==> config.mk <==
export PLATFORM = sky130hd
export DESIGN_NAME = ultra_ranger
export DESIGN_NICKNAME = d
export VERILOG_FILES = /design/src/rtl/ultra_ranger.sv
export SDC_FILE = /design/constraint.sdc
export NUM_CORES = 1
export LEC_CHECK = 0
export CORE_UTILIZATION = 50
export CTS_BUF_LIST = sky130_fd_sc_hd__clkbuf_8
export DETAILED_ROUTE_END_ITERATION = 6
export PLACE_DENSITY = 0.7
export SLEW_MARGIN = 10
export SYNTH_ARGS = -nofsm -noshare
export SYNTH_HDL_FRONTEND = slang
export SYNTH_SLANG_ARGS = --single-unit
==> constraint.sdc <==
create_clock -name clk -period 3.7 [get_ports clk]
set_input_delay 0.555 -clock clk [delete_from_list [all_inputs] [get_ports clk]]
set_output_delay 0.555 -clock clk [all_outputs]
set_load 0.01 [all_outputs]
==> src/rtl/ultra_ranger.sv <==
// HC-SR04 front end: fires the trigger, times the echo pulse
// and publishes its width in microseconds.
module ultra_ranger #(
  parameter int CLK_PER_US = 27,
  parameter int TRIG_US    = 10,
  parameter int TIMEOUT_US = 30000,
  parameter int PERIOD_US  = 60000
) (
  input  logic        clk,
  input  logic        nrst,
  input  logic        en,
  input  logic        echo,
  output logic        trig,
  output logic [15:0] measure,
  output logic        valid,
  output logic        timeout,
  output logic        busy
);

  typedef enum logic [2:0] {
    IDLE,
    TRIG,
    WAIT_RISE,
    MEASURE,
    HOLDOFF
  } state_t;

  localparam int PW = $clog2(CLK_PER_US + 1);
  localparam logic [PW-1:0] PRE_MAX = PW'(CLK_PER_US - 1);
  localparam logic [15:0] TRIG_T = 16'(TRIG_US);
  localparam logic [15:0] TO_T = 16'(TIMEOUT_US);
  localparam logic [16:0] PER_T = 17'(PERIOD_US);

  state_t state, state_n;

  logic [1:0]    echo_sync;
  logic          echo_s;
  logic [PW-1:0] pre;
  logic          us_tick;
  logic [15:0]   us_cnt;
  logic [16:0]   per_cnt;
  logic          meas_done;
  logic          to_hit;

  assign echo_s  = echo_sync[1];
  assign us_tick = (pre == PRE_MAX);
  assign busy    = (state != IDLE);

  always_ff @(posedge clk or negedge nrst) begin
    if (!nrst) begin
      echo_sync <= '0;
      pre       <= '0;
    end else begin
      echo_sync <= {echo_sync[0], echo};
      pre       <= us_tick ? '0 : pre + 1'b1;
    end
  end

  always_ff @(posedge clk or negedge nrst) begin
    if (!nrst) begin
      state <= IDLE;
    end else begin
      state <= state_n;
    end
  end

  always_comb begin
    state_n   = state;
    meas_done = 1'b0;
    to_hit    = 1'b0;
    unique case (state)
      IDLE: begin
        if (en) state_n = TRIG;
      end
      TRIG: begin
        if (us_tick && us_cnt == TRIG_T)
          state_n = WAIT_RISE;
      end
      WAIT_RISE: begin
        if (echo_s) begin
          state_n = MEASURE;
        end else if (us_cnt == TO_T) begin
          to_hit  = 1'b1;
          state_n = HOLDOFF;
        end
      end
      MEASURE: begin
        // a fall seen together with the limit still counts
        if (!echo_s) begin
          meas_done = 1'b1;
          state_n   = HOLDOFF;
        end else if (us_cnt == TO_T) begin
          to_hit  = 1'b1;
          state_n = HOLDOFF;
        end
      end
      HOLDOFF: begin
        if (per_cnt >= PER_T)
          state_n = en ? TRIG : IDLE;
      end
      default: state_n = IDLE;
    endcase
  end

  always_ff @(posedge clk or negedge nrst) begin
    if (!nrst) begin
      us_cnt  <= '0;
      per_cnt <= '0;
    end else begin
      if (state_n != state)
        us_cnt <= '0;
      else if (us_tick && us_cnt != '1)
        us_cnt <= us_cnt + 16'd1;
      // period runs from each trigger start
      if (state_n == TRIG && state != TRIG)
        per_cnt <= '0;
      else if (us_tick && per_cnt != '1)
        per_cnt <= per_cnt + 17'd1;
    end
  end

  always_ff @(posedge clk or negedge nrst) begin
    if (!nrst) begin
      trig    <= 1'b0;
      valid   <= 1'b0;
      measure <= '0;
      timeout <= 1'b0;
    end else begin
      trig  <= (state_n == TRIG);
      valid <= meas_done;
      if (meas_done) begin
        measure <= us_cnt;
        timeout <= 1'b0;
      end else if (to_hit) begin
        timeout <= 1'b1;
      end
    end
  end

endmodule
# After elaboration in Yosys (flattened, before gate mapping)

Cells that the tools add are included.

Register bits: 62
Bits of input ports: 4

$add $sub $neg: 3
$lt $le $gt $ge: 1
Equality and inequality tests: 12
Multiplexer cells: 21
Reductions and logical operators: 9

Operators by type and width:

| kind                                                                                   | count |
|---|---|
| 17-bit 2-to-1 mux                                                                      | 2 |
| 16-bit 2-to-1 mux                                                                      | 2 |
| 3-bit 2-to-1 mux                                                                       | 6 |
| 17-bit by 1-bit adder with 17-bit output (second input constant)                       | 1 |
| 17-bit by 16-bit greater-or-equal comparator with 1-bit output (second input constant) | 1 |
| 17-bit != test (second input constant)                                                 | 1 |
| 16-bit by 1-bit adder with 16-bit output (second input constant)                       | 1 |
| 16-bit by 15-bit == test with 1-bit output (second input constant)                     | 1 |
| 16-bit by 4-bit == test with 1-bit output (second input constant)                      | 1 |
| 16-bit != test (second input constant)                                                 | 1 |
| 3-bit case mux with 5 select lines                                                     | 1 |
| 1-bit 2-to-1 mux                                                                       | 8 |
| 3-bit by 1-bit == test with 1-bit output (second input constant)                       | 2 |
| 3-bit by 2-bit == test with 1-bit output (second input constant)                       | 2 |
| 2-bit nonzero test                                                                     | 3 |
| 5-bit by 1-bit adder with 5-bit output (second input constant)                         | 1 |
| 5-bit == test (second input constant)                                                  | 1 |
| 5-bit 2-to-1 mux                                                                       | 1 |
| 1-bit logical AND                                                                      | 4 |
| 3-bit == test (second input constant)                                                  | 1 |
| 3-bit zero test                                                                        | 1 |
| 3-bit by 1-bit != test with 1-bit output (second input constant)                       | 1 |
| 3-bit != test                                                                          | 1 |
| 3-bit nonzero test                                                                     | 1 |
| 1-bit case mux with 2 select lines                                                     | 1 |

# Logic depth before layout (Yosys ltp)

Depth in word-level cells: 7
Gate-level depth with buffers: 9
Depth with buffers taken out: 8

# Least setup slack after synthesis

OpenSTA, ideal clock, no wires.

Path kind: reg-to-reg
Start: register per_cnt[6]
End: register per_cnt[15]
Library setup time: 132 ps
Data arrival time: 2210 ps
Data required time: 3568 ps
Setup slack: 1358 ps
Cell stages (with the launch flop): 9
Period minus slack after synthesis: 2342 ps
Cell sequence: dfrtp_1 > and4_1 > nand2_1 > nor4_1 > ha_1 > nor4_1 > nor4b_1 > xnor2_1 > nor2_1

Cells in the longest elaborated chain, start to end: 6

Ends and longest elaborated chain:

| what                                                           | RTL line | source |
|---|---|---|
| start: declaration                                             | 41       | `logic [16:0] per_cnt;` |
| start signal: assignment                                       | 118      | `per_cnt <= per_cnt + 17'd1;` |
| 17-bit by 16-bit greater-or-equal comparator with 1-bit output | 98       | `if (per_cnt >= PER_T)` |
| 3-bit 2-to-1 mux                                               | 98       |  |
| 3-bit case mux with 5 select lines                             | 71       | `unique case (state)` |
| 3-bit by 1-bit == test with 1-bit output                       | 115      | `if (state_n == TRIG && state != TRIG)` |
| 1-bit logical AND                                              | 115      |  |
| 17-bit 2-to-1 mux / 2-bit nonzero test (equally long branches) | --       |  |

Several ways; a longest one is shown, not always the timed one. The select of a mux whose other input is x is not followed.
A chain may end at the register's enable or synchronous reset.

# Final worst setup path

Start: register us_cnt[2]
End: register us_cnt[8]

Cells in the longest elaborated chain, start to end: 6

Ends and longest elaborated chain:

| what                                                                                                           | RTL line   | source |
|---|---|---|
| start: declaration                                                                                             | 40         | `logic [15:0] us_cnt;` |
| start signal: assignment                                                                                       | 113        | `us_cnt <= us_cnt + 16'd1;` |
| 16-bit by 15-bit == test with 1-bit output / 16-bit by 4-bit == test with 1-bit output (equally long branches) | 82, 92, 76 |  |
| 3-bit 2-to-1 mux / 1-bit logical AND (equally long branches)                                                   | 82, 92, 76 |  |
| 3-bit 2-to-1 mux (on tied branches)                                                                            | 89, 76, 80 |  |
| 3-bit case mux with 5 select lines                                                                             | 71         |  |
| 3-bit != test                                                                                                  | 110        | `if (state_n != state)` |
| 16-bit 2-to-1 mux / 2-bit nonzero test (equally long branches)                                                 | --         |  |

Several ways; a longest one is shown, not always the timed one. The select of a mux whose other input is x is not followed.

==> metrics <==
CTS tree=done; pin count of the biggest net entering global routing=47; ys flop type=dfrtp_1; Place WS=between 1 and 1.5 ns; Least-Margin Pin Slew=1.08 ns; Core ar.=0.00596 mm^2; clk slew on worst S/H paths=0.07 ns; Net Count, Synth=roughly 300; period utilization=between 60% and 70%; boundary pin count=24; Hold Crit Class=flip-flop to flip-flop; asr flop ratio synth=100%; Hold Buf Count CTS=0; TritonRoute pass-1 iters=4; post-DP HPWL=between 4 and 5 mm; total gr overflow=0; Synth area leader=dfrtp_1; antenna violations before repair=0; max-slew violations=0; DRT iter0 DRCs=148; P&R area growth vs syn=17.4%; Worst VDD drop=about 0.21 mV; Slew HR=28.0%; Hold Crit Depth=0; die height=about 80 um; Leak=between 1 and 1.5 nW; Synth Area per Inst=around 11 um^2; vias per inst=5.72; vias=2277; clk buf depth=2; status=complete, no violations; Post-route DRC=0; RSZ-0062 raised after global routing=no; antenna viol nets, final=0; cell row count=28; ant diodes=0; number of H-tree levels=3; Initial Util=52.1%; post-synth top area share=approximately half; I/O Buffers=23; count of final setup violators=0; share of layout cells above drive strength 1=13.9%; CP Capture Type=flip-flop; EDFF count, synth=0; # Post-CTS Setup Buffers=0; crit path DAT=between 2 and 3 ns; first-pass GRT wire length=between 10 and 15 mm; largest driver fanout on the critical path=16; DR WL/cell=14.8 um; yosys synthesis warning count=0; top post-synthesis cells by count=dfrtp_1 (62), nor2_1 (29), nor3_1 (21); Detailed Route WL=between 5 and 6 mm; clock root buffer=clkbuf_8; minimum clock period=around 2.5 ns; total track usage=20.5%; # nets final=between 300 and 400; Die ar.=0.00652 mm^2; WS Path Type=flip-flop to flip-flop; max_cap viols=0; GPL Wtd Cong=0.774; CTS sink count=62; synthesized flop and latch total=a little over 60; number of global-route vias before repair=approximately 2200; clock skew=around 0.008 ns; leading cell type by number of instances after synthesis=dfrtp_1; Setup TNS=0 ns; post-route setup slack=around 1.2 ns; R2R cell count=5; CP Launch Type=flip-flop; post-CTS sizing=0; final hold viol count=0; fmax=between 300 and 400 MHz; Worst EP required=3.88 ns; worst skew pair latency=0.33 ns; PwrDens=around 390 mW/mm^2; sequential area share after synthesis=approximately half; cts bufs inserted=9; Distinct cells, synth=49; synthesized cell area=between 0.003 and 0.004 mm^2; Die X=just over 80 um; Syn Inst Count=about 290; ranking of synthesized cells by area=dfrtp_1 (50%), mux2_2 (5.8%), xor2_1 (5.4%)
-- placed cells by master, fill, tap and decap left out, drive strengths merged, types with 5 or more instances in the layout --
cell type	n
a21oi	5
nand3	13
clkdlybuf4s50	22
nor3	23
nand2	11
nor2	29
buf	5
nand4	10
mux2	16
and3	5
dfrtp	62
xor2	19
ha	8
inv	12
xnor2	12
o21ai	9
clkbuf	12
-- area by class of cell --
cell class / count / area [um^2]
repair buffers: 27 / 255
well taps: 75 / 93.8
multi-input cells: 207 / 1470
clock inverters: 4 / 68.8
flip-flops and latches: 62 / 1550
inverters: 11 / 41.3
clock buffers: 12 / 165
fillers: 494 / 2310
-- critical path: stages (launching register included) --
cell and delay [ns]:
dfrtp_1 0.43, or4_1 0.58, nand4b_4 0.21, maj3_2 0.36, a211oi_4 0.64, nor3_1 0.14
-- sequential cells by signal, summed over array words and instances (netlist names) --
signal	flops
us_cnt	16
pre	5
state	3
timeout	1
echo_sync	2
per_cnt	17
measure	16
valid	1
trig	1
-- final timing paths --
check | from | slack, ns | endpoint
setup / recovery | us_cnt[2] | 1.17 | us_cnt[8]
hold / removal | echo_sync[0] | 0.36 | echo_sync[1]
setup reg to reg | us_cnt[2] | 1.17 | us_cnt[8]
hold reg to reg | echo_sync[0] | 0.36 | echo_sync[1]
max in group asynchronous | nrst | 2.58 | measure[15]
min in group asynchronous | nrst | 0.40 | per_cnt[9]
-- power by group --
part | internal [mW] | leakage [nW] | switching [mW]
combinational | 0.0168 | 0.639 | 0.0277
sequential | 0.691 | 0.713 | 0.0158
clock | 0.431 | 0.124 | 0.252
-- metrics by stage --
stage	utilization, %	instance area [um^2]	cells	total power [mW]	hold WS, ns
after global placement	57.2	3410	382	0.762	0.345
after CTS	61.2	3640	398	1.45	0.362
final	61.2	3640	398	1.43	0.362
after global routing	61.2	3640	398	1.49	0.371
after detailed placement	57.2	3410	382	0.764	0.355
after floorplan	-	3100	289	0.739	0.259
-- logic make-up (layout without fill, tap and decap cells) --
group | count (synthesis) | count (layout) | synth area share (%)
AOI/OAI and AO/OA | 36 | 36 | 8.47
xor gates and xnor gates | 31 | 31 | 8.75
adders and majority gates | 9 | 9 | 3.59
buffers and inverters | 20 | 54 | 2.70
DFF | 62 | 62 | 50.0
muxes | 18 | 18 | 6.45
and+or+nand+nor | 113 | 113 | 20.0
-- layer usage --
metal  up-vias  GRT usage, %  wire length [um]
li1       1105             -                 -
met1      1108          28.6              2910
met2        60          30.1              2640
met3         4          6.40               290
met4         0          6.79                56
met5         -             0                 0
Note: power is estimated with default switching activity, not from simulation.
